File: src/rtl/cb_result_arbiter_pkg.sv
// Shared types and defaults for the completion-buffer result arbiter.
// Source order is fixed: arith, multiply, divide, load/store, vector writeback.
package cb_result_arbiter_pkg;

  localparam int CB_NUM    = 16;
  localparam int CB_IDXW   = $clog2(CB_NUM);
  localparam int CB_NSRC   = 5;
  localparam int CB_WPORTS = 2;
  localparam int CB_CNTW   = 16;

  typedef enum logic [2:0] {
    CB_SRC_A  = 3'd0,
    CB_SRC_MU = 3'd1,
    CB_SRC_DU = 3'd2,
    CB_SRC_LS = 3'd3,
    CB_SRC_V  = 3'd4
  } cb_src_e;

  typedef struct packed {
    logic [CB_IDXW-1:0] index;
    logic [4:0]         vd;
    logic [31:0]        wdata;
    logic               exc;
  } cb_result_t;

  // Single conditional subtract; callers guarantee i < 2*n.
  function automatic int cb_wrap(input int i, input int n);
    return (i >= n) ? i - n : i;
  endfunction

endpackage

File: src/rtl/cb_result_arbiter_if.sv
// Result-request and completion-buffer write bundle of the result arbiter.
// master = functional-unit / completion-buffer side, slave = arbiter.
interface cb_result_arbiter_if
  import cb_result_arbiter_pkg::*;
#(
    parameter int NUM    = CB_NUM,
    parameter int NSRC   = CB_NSRC,
    parameter int WPORTS = CB_WPORTS,
    parameter int CNTW   = CB_CNTW
);
    localparam int IDXW = $clog2(NUM);

    logic [NSRC-1:0]        req_valid;
    logic [NSRC*IDXW-1:0]   req_index;
    logic [NSRC*5-1:0]      req_vd;
    logic [NSRC*32-1:0]     req_wdata;
    logic [NSRC-1:0]        req_exc;
    logic [NSRC-1:0]        req_ready;

    logic [WPORTS-1:0]      wr_en;
    logic [WPORTS*IDXW-1:0] wr_index;
    logic [WPORTS*5-1:0]    wr_vd;
    logic [WPORTS*32-1:0]   wr_wdata;
    logic [WPORTS-1:0]      wr_exc;

    logic                   err_dup_index;
    logic [CNTW-1:0]        stall_cnt;

    modport master (
        output req_valid, req_index, req_vd, req_wdata, req_exc,
        input  req_ready, wr_en, wr_index, wr_vd, wr_wdata, wr_exc,
        input  err_dup_index, stall_cnt
    );

    modport slave (
        input  req_valid, req_index, req_vd, req_wdata, req_exc,
        output req_ready, wr_en, wr_index, wr_vd, wr_wdata, wr_exc,
        output err_dup_index, stall_cnt
    );
endinterface

File: src/rtl/cb_result_arbiter_rr_multi_grant.sv
// Combinational multi-grant round-robin scan: from i_ptr upward (mod N) the first
// WPORTS valid requesters are granted; the k-th grant in scan order lands on port k.
module rr_multi_grant
  import cb_result_arbiter_pkg::*;
#(
    parameter  int N      = CB_NSRC,
    parameter  int WPORTS = CB_WPORTS,
    localparam int PW     = (N > 1) ? $clog2(N) : 1
) (
    input  logic [N-1:0]      i_valid,
    input  logic [PW-1:0]     i_ptr,
    output logic [N-1:0]      o_grant,
    output logic [WPORTS-1:0] o_port_vld,
    output logic [PW-1:0]     o_port_src [WPORTS],
    output logic [PW-1:0]     o_last
);
    int w_cnt;
    int w_idx;

    always_comb begin
        // NOTE: every output gets a default before the scan so no path leaves it unassigned (no latch).
        o_grant    = '0;
        o_port_vld = '0;
        o_last     = '0;
        for (int p = 0; p < WPORTS; p++) o_port_src[p] = '0;
        w_cnt = 0;
        w_idx = 0;
        for (int k = 0; k < N; k++) begin
            w_idx = cb_wrap(int'(i_ptr) + k, N);
            for (int s = 0; s < N; s++) begin
                if (s == w_idx && i_valid[s] && w_cnt < WPORTS) begin
                    o_grant[s] = 1'b1;
                    for (int p = 0; p < WPORTS; p++) begin
                        if (p == w_cnt) begin
                            o_port_vld[p] = 1'b1;
                            o_port_src[p] = PW'(s);
                        end
                    end
                    o_last = PW'(s);
                    w_cnt  = w_cnt + 1;
                end
            end
        end
    end
endmodule

File: src/rtl/cb_result_arbiter.sv
// Routes up to WPORTS functional-unit results per cycle into the completion buffer,
// registering them one cycle; tracks duplicate-index grants and stalled cycles.
module cb_result_arbiter
  import cb_result_arbiter_pkg::*;
#(
    parameter int NUM    = CB_NUM,
    parameter int NSRC   = CB_NSRC,
    parameter int WPORTS = CB_WPORTS,
    parameter int CNTW   = CB_CNTW
) (
    input logic              CLK,
    input logic              nRST,
    input logic              flush,
    cb_result_arbiter_if.slave bus
);
    localparam int IDXW = $clog2(NUM);
    localparam int SW   = (NSRC > 1) ? $clog2(NSRC) : 1;

    typedef struct packed {
        logic [IDXW-1:0] index;
        logic [4:0]      vd;
        logic [31:0]     wdata;
        logic            exc;
    } res_t;

    res_t              w_src      [NSRC];
    res_t              w_port     [WPORTS];
    res_t              r_port     [WPORTS];
    logic [NSRC-1:0]   w_grant;
    logic [WPORTS-1:0] w_port_vld;
    logic [SW-1:0]     w_port_src [WPORTS];
    logic [SW-1:0]     w_last;
    logic              w_dup;
    logic              w_stall;
    logic [SW-1:0]     r_rr_ptr;
    logic [WPORTS-1:0] r_wr_en;
    logic              r_err_dup;
    logic [CNTW-1:0]   r_stall_cnt;

    always_comb begin
        for (int s = 0; s < NSRC; s++) begin
            w_src[s].index = bus.req_index[s*IDXW +: IDXW];
            w_src[s].vd    = bus.req_vd[s*5 +: 5];
            w_src[s].wdata = bus.req_wdata[s*32 +: 32];
            w_src[s].exc   = bus.req_exc[s];
        end
    end

    rr_multi_grant #(.N(NSRC), .WPORTS(WPORTS)) u_grant (
        .i_valid    (bus.req_valid),
        .i_ptr      (r_rr_ptr),
        .o_grant    (w_grant),
        .o_port_vld (w_port_vld),
        .o_port_src (w_port_src),
        .o_last     (w_last)
    );

    always_comb begin
        w_dup = 1'b0;
        for (int p = 0; p < WPORTS; p++) begin
            w_port[p] = '0;
            for (int s = 0; s < NSRC; s++)
                if (s == int'(w_port_src[p])) w_port[p] = w_src[s];
        end
        for (int p = 0; p < WPORTS; p++)
            for (int q = p + 1; q < WPORTS; q++)
                if (w_port_vld[p] && w_port_vld[q] && w_port[p].index == w_port[q].index)
                    w_dup = 1'b1;
    end

    // Ready is held low throughout reset even though it is purely combinational.
    assign bus.req_ready = nRST ? (w_grant & ~{NSRC{flush}}) : '0;
    assign w_stall       = |(bus.req_valid & ~bus.req_ready);

    always_ff @(posedge CLK or negedge nRST) begin
        if (!nRST) begin
            r_rr_ptr    <= '0;
            r_wr_en     <= '0;
            r_err_dup   <= 1'b0;
            r_stall_cnt <= '0;
            // NOTE: the port payload registers are a handful of flops with defined reset values, not a RAM, so they are reset.
            for (int p = 0; p < WPORTS; p++) r_port[p] <= '0;
        end else begin
            // NOTE: sequential state uses non-blocking assignment so all flops update from pre-edge values.
            r_wr_en <= w_port_vld & ~{WPORTS{flush}};
            for (int p = 0; p < WPORTS; p++)
                if (w_port_vld[p] && !flush) r_port[p] <= w_port[p];
            if (!flush && |w_grant)
                r_rr_ptr <= (int'(w_last) == NSRC - 1) ? '0 : w_last + SW'(1);
            if (!flush && w_dup)
                r_err_dup <= 1'b1;
            if (!flush && w_stall && r_stall_cnt != '1)
                r_stall_cnt <= r_stall_cnt + CNTW'(1);
        end
    end

    // A result registered last cycle is discarded if flush arrives while it is presented.
    assign bus.wr_en         = r_wr_en & ~{WPORTS{flush}};
    assign bus.err_dup_index = r_err_dup;
    assign bus.stall_cnt     = r_stall_cnt;

    for (genvar g = 0; g < WPORTS; g++) begin : g_wr
        assign bus.wr_index[g*IDXW +: IDXW] = r_port[g].index;
        assign bus.wr_vd[g*5 +: 5]          = r_port[g].vd;
        assign bus.wr_wdata[g*32 +: 32]     = r_port[g].wdata;
        assign bus.wr_exc[g]                = r_port[g].exc;
    end
endmodule

File: src/flat_wrapper.sv
// flat-port wrapper written by rule: the top's interface ports become plain ports
module cb_result_arbiter_flat import cb_result_arbiter_pkg::*;
#(
    parameter int NUM    = CB_NUM,
    parameter int NSRC   = CB_NSRC,
    parameter int WPORTS = CB_WPORTS,
    parameter int CNTW   = CB_CNTW
)
  (CLK, nRST, flush, bus_req_valid, bus_req_index, bus_req_vd, bus_req_wdata, bus_req_exc, bus_req_ready, bus_wr_en, bus_wr_index, bus_wr_vd, bus_wr_wdata, bus_wr_exc, bus_err_dup_index, bus_stall_cnt);
  cb_result_arbiter_if #(.NUM(NUM), .NSRC(NSRC), .WPORTS(WPORTS), .CNTW(CNTW)) bus_i ();
  input logic CLK;
  input logic nRST;
  input logic flush;
  input wire logic [$bits(bus_i.req_valid)-1:0] bus_req_valid;
  input wire logic [$bits(bus_i.req_index)-1:0] bus_req_index;
  input wire logic [$bits(bus_i.req_vd)-1:0] bus_req_vd;
  input wire logic [$bits(bus_i.req_wdata)-1:0] bus_req_wdata;
  input wire logic [$bits(bus_i.req_exc)-1:0] bus_req_exc;
  output wire logic [$bits(bus_i.req_ready)-1:0] bus_req_ready;
  output wire logic [$bits(bus_i.wr_en)-1:0] bus_wr_en;
  output wire logic [$bits(bus_i.wr_index)-1:0] bus_wr_index;
  output wire logic [$bits(bus_i.wr_vd)-1:0] bus_wr_vd;
  output wire logic [$bits(bus_i.wr_wdata)-1:0] bus_wr_wdata;
  output wire logic [$bits(bus_i.wr_exc)-1:0] bus_wr_exc;
  output wire logic [$bits(bus_i.err_dup_index)-1:0] bus_err_dup_index;
  output wire logic [$bits(bus_i.stall_cnt)-1:0] bus_stall_cnt;
  assign bus_i.req_valid = bus_req_valid;
  assign bus_i.req_index = bus_req_index;
  assign bus_i.req_vd = bus_req_vd;
  assign bus_i.req_wdata = bus_req_wdata;
  assign bus_i.req_exc = bus_req_exc;
  assign bus_req_ready = bus_i.req_ready;
  assign bus_wr_en = bus_i.wr_en;
  assign bus_wr_index = bus_i.wr_index;
  assign bus_wr_vd = bus_i.wr_vd;
  assign bus_wr_wdata = bus_i.wr_wdata;
  assign bus_wr_exc = bus_i.wr_exc;
  assign bus_err_dup_index = bus_i.err_dup_index;
  assign bus_stall_cnt = bus_i.stall_cnt;
  cb_result_arbiter #(.NUM(NUM), .NSRC(NSRC), .WPORTS(WPORTS), .CNTW(CNTW)) u_core (.CLK(CLK), .nRST(nRST), .flush(flush), .bus(bus_i));
endmodule
File: config.mk
export PLATFORM = sky130hd
export DESIGN_NAME = cb_result_arbiter_flat
export DESIGN_NICKNAME = d
export VERILOG_FILES = /design/src/rtl/cb_result_arbiter_pkg.sv /design/src/rtl/cb_result_arbiter_if.sv /design/src/rtl/cb_result_arbiter_rr_multi_grant.sv /design/src/rtl/cb_result_arbiter.sv /design/src/flat_wrapper.sv
export SDC_FILE = /design/constraint.sdc
export NUM_CORES = 1
export LEC_CHECK = 0
export CAP_MARGIN = 20
export CORE_ASPECT_RATIO = 1.2
export CORE_MARGIN = 1.5
export CORE_UTILIZATION = 35
export DETAILED_ROUTE_END_ITERATION = 6
export MAX_ROUTING_LAYER = met4
export PLACE_DENSITY = 0.72
export RECOVER_POWER = 50
export SYNTH_ARGS = -nofsm -noshare
export SYNTH_HDL_FRONTEND = slang
export SYNTH_SLANG_ARGS = --single-unit
File: constraint.sdc
create_clock -name CLK -period 67.3 [get_ports CLK]
set_input_delay 13.46 -clock CLK [delete_from_list [all_inputs] [get_ports CLK]]
set_output_delay 13.46 -clock CLK [all_outputs]
set_load 0.03 [all_outputs]
; Yosys cells after proc, flatten, opt, wreduce, memory -nomap -nowiden
; Cells that the tools add are included.
; Widths: inputs -> output; s select.
[classes]
n_addsub = 34
n_lt_le_gt_ge = 29
eq_ne = 55
muxes = 235
bitwise = 7
reduce_logical = 91
[op_table]
columns = cell, n
row1 = $eq 2x32->1 const A, 29
row2 = $logic_not 32->1, 29
row3 = $mux 32, 28
row4 = $lt 32x3->1 const B, 24
row5 = $add 32x2->32 const B, 23
row6 = $mux 42, 10
row7 = $eq 3x32->1 const A, 10
row8 = $mux 3, 70
row9 = $eq 4x32->1 const A, 5
row10 = $mux 6, 23
row11 = $mux 1, 78
row12 = $logic_and 1x1->1, 57
row13 = $mux 2, 24
row14 = $sub 4x3->5 const B, 4
row15 = $eq 3x3->1 const A, 6
row16 = $add 16x1->16 const B, 1
row17 = $ge 4x3->1 const B, 4
row18 = $ne 16x16->1 const B, 1
row19 = $and 5x5->5, 2
row20 = $not 5->5, 2
row21 = $reduce_or 5->1, 2
row22 = $add 3x2->4 const B, 2
row23 = $eq 2x3->1 const A, 2
row24 = $logic_not 3->1, 2
row25 = other kinds (12), 13
[word_totals]
reg_bits = 106
in_bits = 218
out_inout_bits = 108

; Depth between registers and ports, before layout
[logic_depth]
word_depth = 87
mapped_depth = 113
ltp_nobuf = 106

; Cells and area by module
; A second synthesis with hierarchy kept.
[hier_totals]
cells_unflattened = 1422
area_unflattened_um2 = 11851.4
[modules_own_cells]
columns = module, n_inst, cells_each, area_per_inst_um2, seq_area_each_um2
row1 = cb_result_arbiter, 1, 773, 7268.2, 2652.5
row2 = rr_multi_grant, 1, 649, 4583.1, 0.0

; Worst setup path after synthesis
; Ideal clock, no wire load.
[synth_timing]
kind = input-to-output
from = input port bus_req_valid[1]
to = output port bus_req_ready[3]
arrival_ns = 31.052
required_time_ns = 53.840
setup_slack_ns = 22.788
cell_stages = 89
cell_sequence = clkbuf_1 nand3_1 inv_1 ha_1 nor2_1 fa_1 inv_1 o211a_1 and2_1 buf_4 o31ai_4 buf_4 ha_1 or3_1 clkbuf_1 nand2_1 inv_1 ha_1 (+53 left out) a31oi_1 a31oi_1 a21oi_1 ha_1 o21ai_0 a31oi_1 ha_1 nor2_1 or2_2 nor2_1 a31oi_1 nor2_1 xnor3_2 ha_1 nor2b_1 o21ai_0 or3_1 a21oi_1
[synth_via]
elab_chain_len = 71
[synth_rtl]
columns = item, line_no
row1 = from (decl), flat_wrapper.sv:14  ; input wire logic [$bits(bus_i.req_valid)-1:0] bus_req_valid;
row2 = $logic_and 1x1->1 (2 in series), cb_result_arbiter_rr_multi_grant.sv:31  ; if (s == w_idx && i_valid[s] && w_cnt < WPORTS) begin
row3 = $mux 32, cb_result_arbiter_rr_multi_grant.sv:31
row4 = $lt 32x3->1, cb_result_arbiter_rr_multi_grant.sv:31
row5 = $logic_and 1x1->1, cb_result_arbiter_rr_multi_grant.sv:31
row6 = $mux 32, cb_result_arbiter_rr_multi_grant.sv:31
row7 = $lt 32x3->1, cb_result_arbiter_rr_multi_grant.sv:31
row8 = $logic_and 1x1->1, cb_result_arbiter_rr_multi_grant.sv:31
row9 = $mux 32, cb_result_arbiter_rr_multi_grant.sv:31
row10 = (+54 left out), n/a
row11 = $lt 32x3->1, cb_result_arbiter_rr_multi_grant.sv:31
row12 = $logic_and 1x1->1, cb_result_arbiter_rr_multi_grant.sv:31
row13 = $mux 32, cb_result_arbiter_rr_multi_grant.sv:31
row14 = $lt 32x3->1, cb_result_arbiter_rr_multi_grant.sv:31
row15 = $logic_and 1x1->1, cb_result_arbiter_rr_multi_grant.sv:31
row16 = $mux 1 *, cb_result_arbiter_rr_multi_grant.sv:31
row17 = $and 5x5->5 *, cb_result_arbiter.sv:72  ; assign bus.req_ready = nRST ? (w_grant & ~{NSRC{flush}}) : '0;
row18 = $mux 5 *, cb_result_arbiter.sv:72
row19 = to (decl), flat_wrapper.sv:19  ; output wire logic [$bits(bus_i.req_ready)-1:0] bus_req_ready;
; Mark *: on every way between the ends. The rest lies on a longest branch, timed or not.

; Final worst setup path
; Ends and elaborated chain as after synthesis.

==> metrics.csv <==
stage,metric,value,unit
run_status,status,finished with violations,
run_status,failing checks,"max-capacitance violations, max-slew violations",
cells_and_area,share of layout cells above drive strength 1,0.06009,
clock_tree,post-CTS resize count,0,
synth,cell taking the most area after synthesis,dfrtp_1,
clock_tree,clock buffer depth,2,
setup_path,largest stage delay on the critical path,0.75,ns
cells_and_area,final instance area,15850,um2
sta,Max Freq,20.58,MHz
cells_and_area,fin nets,2064,
synth,yosys warns,0,
detailed_routing,detailed-route DRC error count,0,
run,max-cap viol count,2,
synth,Mapped Area,12000,um2
min_path,cell depth of the worst min-delay path,2,
setup_path,CP Max Fanout,18,
global_routing,initial antenna violation count,0,
floorplanning,Rows,74,
min_path,Worst Hold Class,reg -> reg,
synth,sequential share of the synthesized area,0.2211,
floorplanning,die height,205.8,um
synth,Syn Nets,1808,
global_routing,largest net degree at the start of global routing,67,
cells_and_area,ant diodes,0,
placement,routability congestion estimate from global placement,0.9753,
sta,Clock Skews,0.01128,ns
synth,Synth Instances,1504,
cells_and_area,P&R area growth vs syn,32.06,%
clock_tree,CTS buffer count,9,
sta,setup violators final,0,
setup_path,"Top cell by count, worst path",ha_1,
clock_tree,CTS tree,done,
sta,Worst-Margin Slew,3.415,ns
placement,buffers added on ports,325,
floorplanning,Core ar.,33890,um2
synth,top post-synthesis cells by area,"dfrtp_1, ha_1, mux2i_1",
sta,Relative slew margins,-1.277,
sta,Tmin final,48.58,ns
sta,hold_ws,0.4805,ns
floorplanning,num ports,326,
sta,Final Max Tran Viols,110,
detailed_routing,number of vias in the routed layout,13380,
sta,Final Hold Vio Count,0,
clock_tree,"Clk pin slew, worst setup/hold paths",0.07,ns
setup_path,CP endpoint kind,output port,
setup_path,CP max stage cell,o31ai_4,
setup_path,R2R depth,99,
synth,Synth top area share,0.2211,
setup_path,WS Path Type,in -> out,
clock_tree,Post-CTS Hold Buffers,0,
global_routing,total grt overflow,0,
synth,Post-synth EDFFs,0,
sta,Final period util,0.7219,
detailed_routing,1st-pass router iterations,6,
placement,DP HPWL,40330,um
floorplanning,Die ar.,35410,um2
setup_path,CP required,53.84,ns
clock_tree,CTS sink cnt,106,
clock_tree,"Clk Latency, worst-skew pair",0.37,ns
global_routing,total track usage,0.2931,
detailed_routing,Routed WL per cell,23.18,um
synth,ys async rst share,1.000,
synth,"top cells by count, synth","nor2_1, nand2_1, dfrtp_1",
global_routing,first-pass GRT wire length,76250,um
sta,setup TNS,0,ns
synth,"count leader, synth",nor2_1,
setup_path,startpoint types,primary input,
sta,final worst slack,18.72,ns
placement,Placed Area,15530,um2
clock_tree,post-CTS setup repair buffer count,0,
setup_path,Worst Path Arrival,35.12,ns
floorplanning,Die W,172.0,um
placement,pre-CTS setup slack,18.99,ns
floorplanning,Initial Util,0.3541,
detailed_routing,vias per cell,6.026,
clock_tree,H-tree levels,3,
synth,Cell variety after synth,108,
synth,"flops & latches, synth",106,
detailed_routing,Final ANT Viol Nets,0,
global_routing,vias in the first global route,13000,
detailed_routing,DR iter-0 viols,1164,
synth,Synth Area per Inst,7.978,um2
detailed_routing,final wirelength,51470,um
synth,main flop type after synthesis,dfrtp_1,
clock_tree,root buffer cell,clkbuf_16,
sta,RSZ-0062 raised after global routing,no,
[flip-flops by register name, summed over array words and instances, names as in the netlist]
name and flops:
u_core.r_wr_en 2, u_core.bus.err_dup_index 1, u_core.bus.wr_vd 10, u_core.bus.wr_exc 2
u_core.bus.wr_wdata 64, u_core.bus.stall_cnt 16, u_core.r_rr_ptr 3, u_core.bus.wr_index 8
[placed cells by master, fill, tap and decap left out, types with 11 or more instances in the layout]
cell type / count
o21ai_0: 84
nor2b_1: 14
nand4_1: 14
a21o_1: 11
nor4_1: 12
o21ai_1: 21
nor3_1: 25
nand2_1: 145
a31oi_1: 16
and3_1: 20
buf_4: 17
a211oi_1: 20
and2_1: 21
nor2_1: 146
o211ai_1: 13
a221oi_1: 73
inv_1: 80
clkdlybuf4s50_1: 270
a21oi_1: 85
dfrtp_1: 106
nand2b_1: 11
dlygate4sd3_1: 54
xnor2_1: 31
ha_1: 84
a2bb2oi_1: 33
nand3_1: 29
mux2i_1: 90
o22ai_1: 13
[stage by stage]
| step | utilization | instances |
|---|---|---|
| finish | 0.4676 | 2220 |
| global route | 0.4676 | 2220 |
| CTS | 0.4668 | 2218 |
| detailed placement | 0.4582 | 2203 |
| global placement | 0.4582 | 2203 |
| floorplan | - | 1504 |
[layer usage]
metal  GRT usage  wire [um]  vias to the layer above
li1            -          -                     6100
met1      0.3277      19270                     6424
met2      0.5062      25950                      696
met3     0.04962       3750                      157
met4      0.1363       2502                        0
met5           -          0                        -
[kinds of logic after synthesis]
kind of cell | synth area share
buffers and inverters | 0.06590
adders and majority gates | 0.09093
DFF | 0.2211
AOI/OAI and AO/OA | 0.3007
xor gates and xnor gates | 0.03942
and+or+nand+nor | 0.1984
muxes | 0.08352
[critical path, delay by kind of cell]
family	cells	cell delay, ns
fa+ha+maj	18	5.57
simple gates	26	5.78
buf+inv	9	1.99
xor+xnor	4	1.11
compound gates	29	7.19
[cell type report]
class                   instances  area, um2
repair buffers                344       3406
well taps                     456      570.5
clock inverters                 6      66.31
inverters                      84      315.3
flip-flops and latches        106       2653
multi-input cells            1215       8611
fillers                      3369      18040
clock buffers                   9      225.2
[final timing paths]
check                                  startpoint                       end  slack [ns]
hold / removal             u_core.bus.wr_wdata[5]    u_core.bus.wr_wdata[5]        0.48
setup / recovery                 bus_req_valid[1]          bus_req_ready[3]       18.72
min in group asynchronous                    nRST   u_core.bus.wr_wdata[19]       13.93
max in group asynchronous                    nRST   u_core.bus.stall_cnt[6]       49.06
hold reg to reg            u_core.bus.wr_wdata[5]    u_core.bus.wr_wdata[5]        0.48
setup reg to reg               u_core.r_rr_ptr[1]  u_core.bus.err_dup_index       41.28
Power is left out: the tool's default activity adds up to more than one toggle a clock period on the data nets, which glitch-free logic cannot reach.
